[config.mk]
export PLATFORM = sky130hd
export DESIGN_NAME = gray_code_conv_pipe
export DESIGN_NICKNAME = d
export VERILOG_FILES = /design/src/rtl/gray_code_conv_pipe.sv
export SDC_FILE = /design/constraint.sdc
export NUM_CORES = 1
export LEC_CHECK = 0
export CAP_MARGIN = 10
export CORE_MARGIN = 3
export CORE_UTILIZATION = 33
export CTS_CLUSTER_DIAMETER = 30
export DETAILED_ROUTE_END_ITERATION = 7
export GPL_TIMING_DRIVEN = 1
export PLACE_DENSITY_LB_ADDON = 0.25
export SYNTH_ARGS = -nofsm -noshare
export SYNTH_HDL_FRONTEND = slang
export SYNTH_SLANG_ARGS = --single-unit
[constraint.sdc]
create_clock -name CLK_i -period 2.6 [get_ports CLK_i]
set_input_delay 0.26 -clock CLK_i [delete_from_list [all_inputs] [get_ports CLK_i]]
set_output_delay 0.26 -clock CLK_i [all_outputs]
set_load 0.01 [all_outputs]
[src/rtl/gray_code_conv_pipe.sv]
// Pipelined Gray<->binary converter with valid/ready handshaking on both sides
// and an optional checker that flags multi-bit steps between accepted Gray words.
module gray_code_conv_pipe #(
  parameter int WIDTH    = 5,
  parameter int STAGES   = 2,
  parameter bit CHECK_EN = 1
) (
  input  logic             CLK_i,
  input  logic             RST_i,
  input  logic             IN_VALID_i,
  output logic             IN_READY_o,
  input  logic             MODE_i,
  input  logic [WIDTH-1:0] DATA_i,
  output logic             OUT_VALID_o,
  input  logic             OUT_READY_i,
  output logic [WIDTH-1:0] DATA_o,
  output logic             MODE_o,
  input  logic             CHK_CLR_i,
  output logic             STEP_ERR_o,
  output logic [7:0]       ERR_CNT_o
);

  logic [WIDTH-1:0] conv_next;
  logic             accept;
  logic [STAGES:0]  ready;
  logic [STAGES-1:0] stage_valid;
  logic [STAGES-1:0] stage_mode;
  logic [WIDTH-1:0]  stage_data [STAGES];

  always_comb begin
    conv_next = '0;
    if (MODE_i) begin
      conv_next = DATA_i ^ (DATA_i >> 1);
    end else begin
      conv_next[WIDTH-1] = DATA_i[WIDTH-1];
      for (int i = WIDTH - 2; i >= 0; i--) begin
        conv_next[i] = conv_next[i+1] ^ DATA_i[i];
      end
    end
  end

  // A slot can take a new word when it is empty or its own word moves on.
  always_comb begin
    ready = '0;
    ready[STAGES] = OUT_READY_i;
    for (int k = STAGES - 1; k >= 0; k--) begin
      ready[k] = !stage_valid[k] || ready[k+1];
    end
  end

  assign accept     = IN_VALID_i && ready[0];
  assign IN_READY_o = ready[0];

  generate
    for (genvar gi = 0; gi < STAGES; gi++) begin : g_stage
      logic             src_valid;
      logic             src_mode;
      logic [WIDTH-1:0] src_data;
      logic             valid_reg;
      logic             mode_reg;
      logic [WIDTH-1:0] data_reg;

      if (gi == 0) begin : g_head
        assign src_valid = IN_VALID_i;
        assign src_mode  = MODE_i;
        assign src_data  = conv_next;
      end else begin : g_body
        assign src_valid = stage_valid[gi-1];
        assign src_mode  = stage_mode[gi-1];
        assign src_data  = stage_data[gi-1];
      end

      always_ff @(posedge CLK_i) begin
        if (RST_i) begin
          valid_reg <= 1'b0;
          mode_reg  <= 1'b0;
          data_reg  <= '0;
        end else if (ready[gi]) begin
          valid_reg <= src_valid;
          if (src_valid) begin
            mode_reg <= src_mode;
            data_reg <= src_data;
          end
        end
      end

      assign stage_valid[gi] = valid_reg;
      assign stage_mode[gi]  = mode_reg;
      assign stage_data[gi]  = data_reg;
    end
  endgenerate

  assign OUT_VALID_o = stage_valid[STAGES-1];
  assign MODE_o      = stage_mode[STAGES-1];
  assign DATA_o      = stage_data[STAGES-1];

  generate
    if (CHECK_EN) begin : g_checker
      logic             have_prev_reg;
      logic [WIDTH-1:0] prev_gray_reg;
      logic             step_err_reg;
      logic [7:0]       err_cnt_reg;
      logic [WIDTH-1:0] diff;
      logic             violation;

      // x & (x-1) is non-zero exactly when x has two or more bits set.
      assign diff      = DATA_i ^ prev_gray_reg;
      assign violation = accept && !MODE_i && have_prev_reg
                         && ((diff & (diff - WIDTH'(1))) != '0);

      always_ff @(posedge CLK_i) begin
        if (RST_i) begin
          have_prev_reg <= 1'b0;
          prev_gray_reg <= '0;
          step_err_reg  <= 1'b0;
          err_cnt_reg   <= 8'd0;
        end else begin
          if (accept && !MODE_i) begin
            prev_gray_reg <= DATA_i;
            have_prev_reg <= 1'b1;
          end
          if (CHK_CLR_i) begin
            step_err_reg <= violation;
            err_cnt_reg  <= {7'd0, violation};
          end else if (violation) begin
            step_err_reg <= 1'b1;
            if (err_cnt_reg != 8'hFF) begin
              err_cnt_reg <= err_cnt_reg + 8'd1;
            end
          end
        end
      end

      assign STEP_ERR_o = step_err_reg;
      assign ERR_CNT_o  = err_cnt_reg;
    end else begin : g_no_checker
      assign STEP_ERR_o = 1'b0;
      assign ERR_CNT_o  = 8'd0;
    end
  endgenerate

endmodule

**Word-level counts from Yosys, hierarchy flattened**

Cells that the tools add are included.

- Memories: 0
- Memory bits (read-only): 0
- Memory bits (writable): 0
- Register bits: 29
- Latch bits: 0
- Input bits: 11
- Logic and storage cells: 44

- Div/mod/pow operators: 0
- Reductions and logical operators: 17
- Multipliers: 0
- Order comparisons: 0
- Muxes and demuxes: 6
- Eq/ne operators: 1
- Shift operators: 0
- $add $sub $neg: 2
- Bitwise gates (word level): 7

Operator list:

| operator | number |
|---|---|
| 8-bit by 1-bit adder with 8-bit output, second input constant | 1 |
| 8-bit inequality test, second input constant | 1 |
| 2-bit AND reduction | 4 |
| 5-bit AND | 1 |
| 1-bit two-way mux | 5 |
| 5-bit two-way mux | 1 |
| 5-bit nonzero test | 1 |
| 5-bit by 1-bit subtractor with 5-bit output, second input constant | 1 |
| 5-bit by 4-bit bitwise XOR with 5-bit output | 1 |
| 5-bit bitwise XOR | 1 |
| 1-bit logical AND | 4 |
| 2-bit nonzero test | 2 |
| 1-bit bitwise XOR | 4 |
| 1-bit logical NOT | 3 |
| 1-bit logical OR | 2 |
| 2-bit OR reduction | 1 |

**Logic depth before layout (Yosys ltp)**

Gate-level depths: netlist of run 1.

- Depth after elaboration: 9
- Gate-level depth with buffers: 7
- Mapped depth without buffers: 6

**Least setup slack after synthesis of run 1**

Ideal clock, no wire load.

- Path type: input to register
- Start point: input DATA_i[3]
- End point: register g_checker.err_cnt_reg[5] (netlist: ERR_CNT_o[5])
- Buffers on the path: 2
- Arrival: 1599 ps
- Path slack: 931 ps
- Stages on the path: 7
- Library setup time: 70 ps
- Cell sequence: buf_4 > xnor2_1 > o2111ai_2 > nand4_2 > buf_6 > or4_1 > a21oi_1

- Cells in the longest elaborated chain, start to end: 6

RTL lines:

| what | RTL line | RTL |
|---|---|---|
| from (decl) | 13 | `input logic [WIDTH-1:0] DATA_i,` |
| 5-bit bitwise XOR * | 107 | `assign diff = DATA_i ^ prev_gray_reg;` |
| 5-bit by 1-bit subtractor with 5-bit output | 109 | `&& ((diff & (diff - WIDTH'(1))) != '0);` |
| 5-bit AND * | 109 |  |
| 5-bit nonzero test * | 109 |  |
| 1-bit logical AND * | 109 |  |
| 2-bit AND reduction (no line) * | -- |  |
| to (signal assigned) | 124 | `err_cnt_reg <= {7'd0, violation};` |
| to (signal assigned) | 128 | `err_cnt_reg <= err_cnt_reg + 8'd1;` |
| to (decl) | 102 | `logic [7:0] err_cnt_reg;` |

Every way passes the cells marked *; elsewhere a longest branch is shown, timed or not.
A chain may end at the register's enable or synchronous reset.

**Worst setup path in the final report of run 1**

- Start point: input DATA_i[2]
- End point: register g_checker.err_cnt_reg[3] (netlist: ERR_CNT_o[3])

Same word-level chain as after synthesis.

==> results of run 1 <==
-- cells in the mapped netlist (2+ instances only) --
cell,count
sky130_fd_sc_hd__o31ai_1,5
sky130_fd_sc_hd__dfxtp_1,29
sky130_fd_sc_hd__inv_1,5
sky130_fd_sc_hd__nand4_1,2
sky130_fd_sc_hd__xnor2_1,9
sky130_fd_sc_hd__xor2_1,2
sky130_fd_sc_hd__nand3_1,8
sky130_fd_sc_hd__mux2i_1,11
sky130_fd_sc_hd__o21ai_1,5
sky130_fd_sc_hd__o41ai_1,2
sky130_fd_sc_hd__or4_1,4
sky130_fd_sc_hd__a21oi_1,17
sky130_fd_sc_hd__clkbuf_1,3
sky130_fd_sc_hd__nor2_1,20
sky130_fd_sc_hd__nand2_1,9
sky130_fd_sc_hd__buf_4,2
sky130_fd_sc_hd__and3_1,3
-- routing by layer --
layer / routed length (um) / global-route usage [%] / up-vias
li1: - / - / 608
met4: 75 / 5.85 / 0
met3: 178 / 5.11 / 8
met2: 1450 / 20.8 / 36
met5: 0 / 0 / -
met1: 1420 / 16.3 / 560
-- cell type report --
type	instances	area (um^2)	share of cell area (%)
sequential	29	581	31.7
timing repair buffer	29	285	15.6
clock buffer	5	68.8	3.76
inverter	5	18.8	1.03
tap	48	60.1	3.28
clock inverter	3	65.1	3.56
multi-input combinational	114	751	41.0
-- power by group through the flow --
stage	logic, uW	registers (uW)	clock network (uW)
after floorplan	85.4	482	0
after global placement	128	482	0
after detailed placement	131	483	0
after CTS	131	473	567
after global routing	145	475	592
final	131	473	558
-- per-stage QoR --
stage	util, %	hold WS (ns)	worst slack, ns	cells	area [um^2]
2_1_floorplan	-	0.404	0.931	155	1390
3_3_place_gp	44.0	0.445	0.347	225	1700
3_5_place_dp	44.0	0.448	0.243	225	1700
4_1_cts	47.5	0.457	0.525	233	1830
5_1_grt	47.5	0.476	0.381	233	1830
6_report	47.5	0.458	0.504	233	1830
-- path summary, 6_finish.rpt --
path	startpoint	end	slack [ns]	cells after the start
worst max-delay path	DATA_i[2]	ERR_CNT_o[3]	0.50	6
worst min-delay path	g_stage[0].data_reg[0]	g_stage[0].data_reg[0]	0.46	2
worst max register to register	ERR_CNT_o[0]	ERR_CNT_o[3]	0.73	6
worst min register to register	g_stage[0].data_reg[0]	g_stage[0].data_reg[0]	0.46	2
-- kinds of logic (layout without fill, tap and decap cells) --
kind of cell / Yosys count / after routing
simple gates: 56 / 56
compound gates: 34 / 34
flops: 29 / 29
xor+xnor: 12 / 12
buf+inv: 12 / 42
mux: 11 / 11
fa+ha+maj: 1 / 1
-- worst max-delay path, stage by stage --
cell                              delay [ns]
sky130_fd_sc_hd__clkdlybuf4s50_1        0.61
sky130_fd_sc_hd__xnor2_1                0.14
sky130_fd_sc_hd__o2111ai_2              0.23
sky130_fd_sc_hd__nand4_2                0.32
sky130_fd_sc_hd__or4_1                  0.58
sky130_fd_sc_hd__a21oi_1                0.16
==> metrics.log, run 1 <==
[metrics] share of synthesized cell area in and, or, nand and nor gates: 21.4%
[metrics] class of the most critical setup path: in2reg
[metrics] post-layout total power: 1160 uW
[metrics] count of fill cells added during filler insertion: 379
[metrics] leading cell type in the layout, fill and taps excluded: sky130_fd_sc_hd__dfxtp_1
[metrics] post-synthesis adder-cell area fraction: 0.898%
[metrics] worst-path fanout max: 13
[metrics] net switching share of the total power: 22.1%
[metrics] insertion delay to the later sink of the worst-skew pair: 0.28 ns
[metrics] TritonCTS clock tree: built
[metrics] unrepaired setup endpoints after global routing: false
[metrics] initial antenna violation count: 0
[metrics] compound-gate portion of the synthesized area: 15.1%
[metrics] Die X: 71.0 um
[metrics] detailed-route via count: 1212
[metrics] via/cell ratio: 5.20
[metrics] DR DRC count: 0
[metrics] worst min-delay path class: reg2reg
[metrics] All-Layer GR Usage: 13.3%
[metrics] syn_nets: 167
[metrics] Final Max Slew Viols: 0
[metrics] top-area cell type share of the netlist area: 41.7%
[metrics] netlist area before placement: 0.00139 mm^2
[metrics] routed len/inst: 13.4 um
[metrics] nets: 196
[metrics] die height: 71.0 um
[metrics] Post-synth EDFFs: 0
[metrics] result of the run: completed
[metrics] CP Data Required Time: 2.81 ns
[metrics] P&R area growth vs syn: 31.4%
[metrics] Num Clock Sinks: 29
[metrics] multiplexer fraction of the synthesized cell area: 7.91%
[metrics] clock period minus final worst setup slack: 2.10 ns
[metrics] pin count of the biggest net entering global routing: 16
[metrics] portion of total power attributed to combinational logic: 11.3%
[metrics] max-capacitance violation count: 0
[metrics] number of rows created at floorplan: 22
[metrics] deepest clock path buffer count: 2
[metrics] clock edge transition at the registers on the reported setup and hold paths: 0.07 ns
[metrics] startpoint class of the critical path: input pin
[metrics] relative slew slack: 53.1%
[metrics] power density relative to cell area: 635 mW/mm^2
[metrics] slew of the pin with the lowest slew margin: 0.699 ns
[metrics] post-CTS repair timing setup buffer count: 0
[metrics] final wirelength: 3.12 mm
[metrics] full die area: 0.00504 mm^2
[metrics] clock tree root driver cell: sky130_fd_sc_hd__clkbuf_8
[metrics] # resized after CTS: 0
[metrics] number of flip-flops in the largest register: 8
[metrics] number of hold buffers added after CTS: 0
[metrics] vias in the first global route: 1174
[metrics] maximum level of the CTS H-tree: 2
[metrics] wire length of the first global-routing pass: 5.35 mm
[metrics] core box area: 0.00385 mm^2
[metrics] synth warn: 0
[metrics] Boundary Pins: 28
[metrics] CTS Buf Count: 5
[metrics] antenna cell count: 0
[metrics] Crit path arrival time: 2.30 ns
[metrics] remaining antenna violation count: 0
[metrics] number of storage elements in the synthesis netlist: 29
[metrics] async set or reset register ratio after synthesis: 0%
[metrics] number of buffers inserted by port buffering: 27
[metrics] maximum resistive drop on vdd: 0.355 mV
[metrics] number of instances in the synthesized netlist: 155
[metrics] fraction of layout instances using a drive strength above 1: 8.65%
[metrics] Top FF cell, synth: sky130_fd_sc_hd__dfxtp_1
[metrics] combinational family with the most area after synthesis: simple AND/OR/NAND/NOR gates
[metrics] cell types occupying the most area after synthesis: sky130_fd_sc_hd__dfxtp_1, sky130_fd_sc_hd__mux2i_1, sky130_fd_sc_hd__a21oi_1
[metrics] portion of the post-synthesis area used by sequential elements: 41.7%
[metrics] Seq pwr share: 40.7%
[metrics] Syn Area/Cell: 8.98 um^2
[metrics] commonest non-fill, non-tap cells in the layout: sky130_fd_sc_hd__dfxtp_1, sky130_fd_sc_hd__clkdlybuf4s50_1, sky130_fd_sc_hd__nor2_1
[metrics] period utilisation layout: 80.6%
[metrics] Net Switching: 257 uW
[metrics] final-layout setup total negative slack: 0 ns
[metrics] remaining global-route overflow: 0
[metrics] count of endpoints failing setup in the final report: 0
[metrics] Clock power frac: 48.0%
[metrics] final weighted congestion in routability-driven placement: 0.750
[metrics] Cell variety after synth: 36
[metrics] xor/xnor share of the synthesized area: 8.63%
[metrics] detailed-routing iteration count for the pre-antenna-repair pass: 4
[metrics] First DRT Iteration DRCs: 63
[metrics] kind of end point of the critical path: flop
[metrics] Initial Util: 36.1%
[metrics] half-perimeter wire length after detailed placement: 2.32 mm
[metrics] largest area contributor in the synthesized netlist: sky130_fd_sc_hd__dfxtp_1
[metrics] Final Hold Fails: 0
[metrics] clock skew: 0.00770 ns
[metrics] maximum achievable frequency: 477 MHz
[metrics] Internal: 905 uW
[metrics] Leak Pwr: 0.000721 uW
No activity file was read; power rests on OpenSTA's default activity.
==> inputs of run 2 (changes only) <==
clock period = 2.05 ns   (was 2.6 ns; I/O delays follow)
==> run 2 against run 1 <==
First-iteration DRC count fell by 51%; utilization rose by 1.4 points; hold slack got worse by 0.0035 ns; critical path type is now reg2reg.
==> metrics.log, run 2 (same netlist as run 1, synthesis figures left out) <==
[metrics] result of the run: completed
[metrics] via/cell ratio: 5.16 (-0.76%)
[metrics] die height: 71.0 um (unchanged)
[metrics] kind of cell adding the most delay to the critical path: simple AND/OR/NAND/NOR gates
[metrics] Crit path arrival time: 2.02 ns (-0.28 ns)
[metrics] TritonCTS clock tree: built
[metrics] Hold Path Stages: 2 (unchanged)
[metrics] Num Clock Sinks: 29 (unchanged)
[metrics] First DRT Iteration DRCs: 31 (-51%)
[metrics] worst min-delay path class: reg2reg
[metrics] Seq pwr share: 48.7% (+8.0 points)
[metrics] nets: 210 (+7.1%)
[metrics] max-capacitance violation count: 0 (unchanged)
[metrics] half-perimeter wire length after detailed placement: 2.45 mm (+5.4%)
[metrics] antenna cell count: 0 (unchanged)
[metrics] unrepaired setup endpoints after global routing: false
[metrics] class of the most critical setup path: reg2reg
[metrics] number of hold buffers added after CTS: 0 (unchanged)
[metrics] Die X: 71.0 um (unchanged)
[metrics] number of rows created at floorplan: 22 (unchanged)
[metrics] fraction of layout instances using a drive strength above 1: 14.6% (+5.9 points)
[metrics] clock period minus final worst setup slack: 1.81 ns
[metrics] finished layout cell area: 0.00188 mm^2 (+2.9%)
[metrics] Initial Util: 36.1% (unchanged)
[metrics] net switching share of the total power: 25.4% (+3.3 points)
[metrics] P&R area growth vs syn: 35.2%
[metrics] slew of the pin with the lowest slew margin: 0.344 ns (-0.355 ns)
[metrics] buffers plus inverters on the worst setup path: 0 (-1)
[metrics] start of the worst register-to-register path: ERR_CNT_o[1]
[metrics] deepest clock path buffer count: 2 (unchanged)
[metrics] post-CTS repair timing setup buffer count: 0 (unchanged)
[metrics] Leak Pwr: 0.000765 uW (+6.2%)
[metrics] leading cell type in the layout, fill and taps excluded: sky130_fd_sc_hd__dfxtp_1
[metrics] count of endpoints failing setup in the final report: 0 (unchanged)
[metrics] delay contributed by the slowest stage of the critical path: 0.43 ns (-0.18 ns)
[metrics] full die area: 0.00504 mm^2 (unchanged)
[metrics] Final Max Slew Viols: 0 (unchanged)
[metrics] setup slack on the worst flop-to-flop path: 0.24 ns (-0.49 ns)
[metrics] final weighted congestion in routability-driven placement: 0.796 (+6.1%)
[metrics] end of the worst hold path: g_stage[0].data_reg[1]
[metrics] remaining antenna violation count: 0 (unchanged)
[metrics] FF-to-FF End: ERR_CNT_o[3]
[metrics] DR DRC count: 0 (unchanged)
[metrics] initial antenna violation count: 0 (unchanged)
[metrics] area after detailed placement: 0.00180 mm^2 (+6.2%)
[metrics] # resized after CTS: 0 (unchanged)
[metrics] maximum level of the CTS H-tree: 2 (unchanged)
[metrics] number of flip-flops in the largest register: 8 (unchanged)
[metrics] Boundary Pins: 28 (unchanged)
[metrics] area used by multi-input combinational logic: 751 um^2 (unchanged)
[metrics] final wirelength: 3.22 mm (+3.4%)
[metrics] core box area: 0.00385 mm^2 (unchanged)
[metrics] period utilisation layout: 88.3%
[metrics] wire length of the first global-routing pass: 5.69 mm (+6.5%)
[metrics] flip-flop and latch area: 581 um^2 (unchanged)
[metrics] maximum achievable frequency: 553 MHz
[metrics] remaining global-route overflow: 0 (unchanged)
[metrics] Final Hold Fails: 0 (unchanged)
[metrics] insertion delay to the later sink of the worst-skew pair: 0.28 ns (about the same)
[metrics] detailed-routing iteration count for the pre-antenna-repair pass: 5 (+1)
[metrics] Net Switching: 313 uW (+22%)
[metrics] commonest non-fill, non-tap cells in the layout: sky130_fd_sc_hd__dfxtp_1, sky130_fd_sc_hd__clkdlybuf4s50_1, sky130_fd_sc_hd__nor2_1
[metrics] count of fill cells added during filler insertion: 374 (-1.3%)
[metrics] CTS Buf Count: 5 (unchanged)
[metrics] routed len/inst: 13.0 um (-2.5%)
[metrics] relative slew slack: 76.9% (+24 points)
[metrics] worst hold margin: 0.454 ns (-0.00346 ns)
[metrics] pin count of the biggest net entering global routing: 24 (+8)
[metrics] post-layout total power: 1230 uW (+5.9%)
[metrics] Internal: 917 uW (+1.4%)
[metrics] Hold Path Origin: g_stage[0].data_reg[1]
[metrics] slowest CP cell: sky130_fd_sc_hd__or4_1
[metrics] cell breakdown of the critical path: ha_1, and3_1, nand3_1, o21ai_1, or4_1, a21oi_1
[metrics] Worst R2R Path Depth: 6 (unchanged)
[metrics] worst-path fanout max: 6 (-7)
[metrics] detailed-route via count: 1275 (+5.2%)
[metrics] All-Layer GR Usage: 14.3% (+0.92 points)
[metrics] maximum resistive drop on vdd: 0.379 mV (+6.7%)
[metrics] power density relative to cell area: 653 mW/mm^2 (+2.9%)
[metrics] vias in the first global route: 1290 (+9.9%)
[metrics] clock skew: 0.00312 ns (-0.00458 ns)
[metrics] clock tree root driver cell: sky130_fd_sc_hd__clkbuf_8
[metrics] Clock power frac: 36.0% (-12 points)
[metrics] portion of total power attributed to combinational logic: 15.3% (+4.0 points)
[metrics] CP Data Required Time: 2.26 ns (-0.55 ns)
[metrics] number of buffers inserted by port buffering: 27 (unchanged)
[metrics] clock edge transition at the registers on the reported setup and hold paths: 0.06 ns (about the same)
[metrics] kind of end point of the critical path: flop
[metrics] startpoint class of the critical path: flop
## run 2: cell types whose count changed in the layout (fill, tap and decap cells not counted), sizes merged
cell | before | now
buf | 2 | 16
bufinv | 2 | 0
clkbuf | 5 | 6
clkinv | 1 | 2
## run 2: layout make-up
class / instances / share of cell area, %
multi-input combinational: 114 / 39.9
sequential: 29 / 30.8
inverter: 5 / 0.997
clock buffer: 6 / 3.85
timing repair buffer: 43 / 20.7
tap: 48 / 3.19
clock inverter: 2 / 0.532
## run 2: per-layer routing
metal  vias up  part of all wire [%]  GRT usage, %
met5         -                     0             0
met3         5                   5.1          3.69
met1       601                    45          17.2
met4         0                   1.9          8.56
li1        639                     -             -
met2        30                    48          22.8
## run 2: how the worst max path moves through the flow
stage	start	end	slack, ns	cells after the start
floorplan	ERR_CNT_o[0]	ERR_CNT_o[3]	0.39	6
global placement	DATA_i[1]	ERR_CNT_o[6]	0.06	7
detailed placement	DATA_i[0]	ERR_CNT_o[6]	-0.002	7
CTS	ERR_CNT_o[1]	ERR_CNT_o[4]	0.25	6
global route	ERR_CNT_o[1]	ERR_CNT_o[4]	0.09	6
finish	ERR_CNT_o[1]	ERR_CNT_o[3]	0.24	6
## run 2: power by group through the flow
stage          logic (uW)  clock network [uW]  registers, uW
2_1_floorplan         108                   0            612
3_3_place_gp          183                   0            611
6_report              188                 443            599
5_1_grt               210                 492            601
4_1_cts               189                 456            599
3_5_place_dp          187                   0            612
## run 2: worst min-delay path, cell delays in order (launching register included)
cell,delay (ns)
sky130_fd_sc_hd__dfxtp_1,0.31
sky130_fd_sc_hd__nand2_1,0.05
sky130_fd_sc_hd__a21oi_1,0.05
## run 2: per-stage QoR
step / std cells / setup slack [ns] / utilization (%) / setup TNS [ns]
after floorplan: 155 / 0.389 / - / 0
after CTS: 247 / 0.248 / 48.9 / 0
after global placement: 239 / 0.0592 / 46.7 / 0
after detailed placement: 239 / -0.00199 / 46.7 / -0.00199
after global routing: 247 / 0.0875 / 48.9 / 0
final: 247 / 0.240 / 48.9 / 0
